## src/rtl/read_write_fsm.sv

```systemverilog
// Key-entry sequencer: two digits per operand, enter commits operand 1, operator completes operand 2.
// Define READ_WRITE_FSM_STROBE_SYNC_EN to synchronize and edge-detect an asynchronous key_strobe.
module read_write_fsm (
    input  logic clk,
    input  logic rst,
    input  logic key_strobe,
    input  logic isop,
    input  logic isdig,
    output logic store_dig,
    output logic enter,
    output logic result_ready
);

    typedef enum logic [2:0] {
        IDLE1  = 3'd0,
        DIG1   = 3'd1,
        IDLE2  = 3'd2,
        DIG2   = 3'd3,
        IDLE3  = 3'd4,
        ENTER  = 3'd5,
        RESULT = 3'd6
    } state_t;

    state_t state, state_nxt;
    logic   opnd, opnd_nxt;
    logic   strobe_ok;

`ifdef READ_WRITE_FSM_STROBE_SYNC_EN
    logic sync1, sync2, sync2_d;

    always_ff @(posedge clk) begin
        if (!rst) begin
            sync1   <= 1'b0;
            sync2   <= 1'b0;
            sync2_d <= 1'b0;
        end else begin
            sync1   <= key_strobe;
            sync2   <= sync1;
            sync2_d <= sync2;
        end
    end

    // One event per low-to-high transition of the synchronized strobe
    assign strobe_ok = sync2 & ~sync2_d;
`else
    assign strobe_ok = key_strobe;
`endif

    logic ev_dig, ev_op, ev_ent;
    assign ev_dig = strobe_ok &  isdig & ~isop;
    assign ev_op  = strobe_ok & ~isdig &  isop;
    assign ev_ent = strobe_ok & ~isdig & ~isop;

    always_ff @(posedge clk) begin
        if (!rst) begin
            state <= IDLE1;
            opnd  <= 1'b0;
        end else begin
            state <= state_nxt;
            opnd  <= opnd_nxt;
        end
    end

    always_comb begin
        state_nxt = state;
        opnd_nxt  = opnd;
        unique case (state)
            IDLE1:  if (ev_dig) state_nxt = DIG1;
            DIG1:   state_nxt = IDLE2;
            IDLE2:  if (ev_dig) state_nxt = DIG2;
            DIG2:   state_nxt = IDLE3;
            IDLE3: begin
                if (!opnd && ev_ent)
                    state_nxt = ENTER;
                else if (opnd && ev_op)
                    state_nxt = RESULT;
            end
            ENTER: begin
                opnd_nxt  = 1'b1;
                state_nxt = IDLE1;
            end
            RESULT: begin
                opnd_nxt  = 1'b0;
                state_nxt = IDLE1;
            end
            default: state_nxt = IDLE1;
        endcase
    end

    always_comb begin
        store_dig    = (state == DIG1) || (state == DIG2);
        enter        = (state == ENTER);
        result_ready = (state == RESULT);
    end

endmodule

```

## config.mk

```make
export PLATFORM = sky130hd
export DESIGN_NAME = read_write_fsm
export DESIGN_NICKNAME = d
export VERILOG_FILES = /design/src/rtl/read_write_fsm.sv
export SDC_FILE = /design/constraint.sdc
export NUM_CORES = 1
export LEC_CHECK = 0
export CELL_PAD_IN_SITES_DETAIL_PLACEMENT = 1
export CELL_PAD_IN_SITES_GLOBAL_PLACEMENT = 2
export CORE_AREA = 8 8 45 47
export CTS_BUF_LIST = sky130_fd_sc_hd__clkbuf_4 sky130_fd_sc_hd__clkbuf_8
export DETAILED_ROUTE_END_ITERATION = 6
export DIE_AREA = 0 0 53 55
export PLACE_DENSITY_LB_ADDON = 0.1
export SETUP_SLACK_MARGIN = 0.4
export SYNTH_ARGS = -nofsm -noshare
export SYNTH_HDL_FRONTEND = slang
export SYNTH_SLANG_ARGS = --single-unit
```

## constraint.sdc

```tcl
create_clock -name clk -period 1.4 [get_ports clk]
set_input_delay 0.21 -clock clk [delete_from_list [all_inputs] [get_ports clk]]
set_output_delay 0.21 -clock clk [all_outputs]
set_load 0.02 [all_outputs]
```

==> out/metrics.yaml <==
run_status:
  status: "finished clean"
drt:
  wl_met2_um: 431
  drtPass1Iterations: 2
  dr_total_vias: 266
  drtIter0Drc: 2
  wire_per_inst_um: 12.7
  wl_met1_um: 288
  drc_errors: 0
  ant_nets: 0
  via_per_inst: 4.22
  routed-wl-met3_um: 65
  wl_um: 798
  top_layer: "met4"
logic_synthesis:
  synthDominantCellAreaShare_pct: 34.2
  synth_nets: 27
  synthArstFlopShare_pct: 0
  synth_seq_cells: 4
  syn_area_sq_um: 234
  yosysSeqAreaShare_pct: 34.2
  synth.distinct_cells: 16
  synth_ff_type: "dfxtp_1"
  synth_most_common_cell: "dfxtp_1"
  synth-edff-count: 0
  syn_inst: 22
  synth.largest_area_cell: "dfxtp_1"
  ys_warn_count: 0
  synth_area_leaders: "dfxtp_1, nor2b_4, nor3b_2"
  ys_top_cells_by_count: "dfxtp_1, nand2_1, nor2b_4, nor3b_2"
  avgSynthCellArea_sq_um: 10.6
pwr:
  p_clk_share_pct: 53.0
  p_int_uw: 262
  switchingPower_uw: 66.3
  comb_power_share_pct: 11.9
  power_density_mw_per_mm2: 634
  vdd_ir_drop_max_mv: 0.462
  power.share.sequential_pct: 35.1
  switching_share_pct: 20.2
  leakagePower_uw: 0.000200
die:
  die-area_sq_mm: 0.00292
  die_y_um: 55
  fp-row-count: 14
  core_sq_mm: 0.00138
  initial_core_util_pct: 16.9
  ios: 8
  die_w_um: 53
clock_tree:
  clock_latency_ps: 230
  cts.sinks: 4
  cts_inserted_buffers: 3
  clockRootBuffer: "clkbuf_4"
  clk_pin_slew_worst_paths_ps: 40
  cts_max_level: 1
  cts_tree: "yes"
  max-clock-path-buffers: 2
cells_and_area:
  antenna_cells: 0
  fin_area_sq_um: 518
  syn2layout_area_growth_pct: 121
  fillCellCount: 163
  drive_gt1_share_pct: 70.2
  final_nets: 53
worst_setup_path:
  worstPathArrival_ps: 1000
  max_stage_delay_ps: 360
  crit_required_ps: 1190
  cp_slowest_cell: "dfxtp_4"
  worstSetupPathType: "flop to output port"
  path_cells: "inv_4, nor3b_4, buf_6"
  critical-path-top-delay-family: "flip-flops"
  worstReg2RegStart: "state[2]$_SDFFE_PN0P_"
  cp-end-kind: "output port"
  critPathLaunchType: "flop"
  worst-path-max-fanout: 3
  cp-startpoint: "state[2]$_SDFFE_PN0P_"
  crit_buf_inv: 2
sta:
  rsz0062_at_grt: "true"
  fin_crit_sh_pct: 86.3
  finalSetupViolations: 0
  max_freq_mhz: 828
  min_period_ps: 1210
  worstMarginPinSlew_ps: 219
  fin_setup_tns_ps: 0
  slew_viol_final: 0
  final_hold_viol_count: 0
  timing.final.ws_setup_ps: 192
  fin_hold_ws_ps: 498
  finClkSkew_ps: 7.52
  max_slew_margin_pct: 85.3
min_path:
  hold_class: "flop to flop"
  min_from: "opnd$_SDFFE_PN0P_"
place:
  place_ws_ps: -60.6
  place_area_sq_um: 395
  port_buffers: 7
  place_congestion: 0.679
grt:
  grt-ovfl-total: 0
  antenna_found_initial: 0
  grt_util_all_layers_pct: 6.39
  grt_pass1_vias: 304
  grt_pass1_wl_mm: 1.33
  grt_start_max_net_pins: 7
run:
  cap_violations: 0
repair_timing:
action,CTS,global route
pin swaps,4,2
gates resized for setup,23,6
setup endpoints to repair,5,7
setup buffers,4,3
hold buffers,0,0
state kept, by name, indices dropped and copies added, names as in the netlist:
| register | flops |
|---|---|
| opnd | 1 |
| state | 3 |
per-stage QoR:
| step | power [uW] | util (%) | std cells |
|---|---|---|---|
| 2_1_floorplan | 133 | - | 22 |
| 5_1_grt | 356 | 37.4 | 63 |
| 6_report | 328 | 37.4 | 63 |
| 3_5_place_dp | 156 | 28.6 | 52 |
| 3_3_place_gp | 155 | 28.6 | 52 |
| 4_1_cts | 336 | 34.0 | 60 |
routing by layer:
layer  vias to the layer above  global-route usage [%]
met3                         2                    2.94
li1                        132                       -
met5                         -                       0
met2                         5                    11.5
met4                         0                    5.17
met1                       127                    5.30
layout by cell type, fill, tap and decap left out:
| cell | instances |
|---|---|
| nor2b_4 | 2 |
| o31a_1 | 1 |
| clkdlybuf4s50_1 | 3 |
| dlygate4sd2_1 | 1 |
| nor3b_4 | 2 |
| dfxtp_1 | 1 |
| nor2b_1 | 1 |
| dfxtp_4 | 3 |
| a22oi_2 | 1 |
| nand4b_1 | 1 |
| buf_4 | 9 |
| clkbuf_4 | 4 |
| nand2_1 | 2 |
| nor2_1 | 1 |
| buf_6 | 8 |
| inv_4 | 1 |
| nor3b_1 | 1 |
| a21oi_1 | 1 |
| o2bb2ai_2 | 1 |
| nor4b_2 | 1 |
| nor4_2 | 1 |
| nor4_1 | 1 |
cells by family after synthesis:
| kind of cell | Yosys count | share of synthesized area (%) |
|---|---|---|
| buf+inv | 1 | 1.60 |
| compound gates | 4 | 12.8 |
| flops | 4 | 34.2 |
| simple gates | 13 | 51.3 |
cell type report:
class	count	area [sq um]	share of cell area, %
Clock buffer	4	30.0	5.80
Sequential cell	4	91.3	17.6
Timing Repair Buffer	21	196	37.9
Inverter	1	6.26	1.21
Tap cell	16	20.0	3.86
Multi-Input combinational cell	17	174	33.6
worst paths after layout:
path | to | slack (ps) | cells after the start
worst max-delay path | result_ready | 190 | 3
worst max register to register | state[1]$_SDFFE_PN0P_ | 270 | 5
worst min-delay path | opnd$_SDFFE_PN0P_ | 500 | 2
worst min register to register | opnd$_SDFFE_PN0P_ | 500 | 2
power groups by stage:
stage,clock (uW),sequential (uW),combinational [uW]
2_1_floorplan,0,122,11.6
3_3_place_gp,0,120,34.6
3_5_place_dp,0,120,35.2
4_1_cts,183,117,36.6
5_1_grt,198,116,42.0
6_report,174,115,39.0
worst register-to-register path, delay by kind of cell (launching register included):
family          cells  cell delay (ps)
flops               1              360
compound gates      1              290
buf+inv             2              220
simple gates        2              150
No activity file was read; power rests on OpenSTA's default activity.
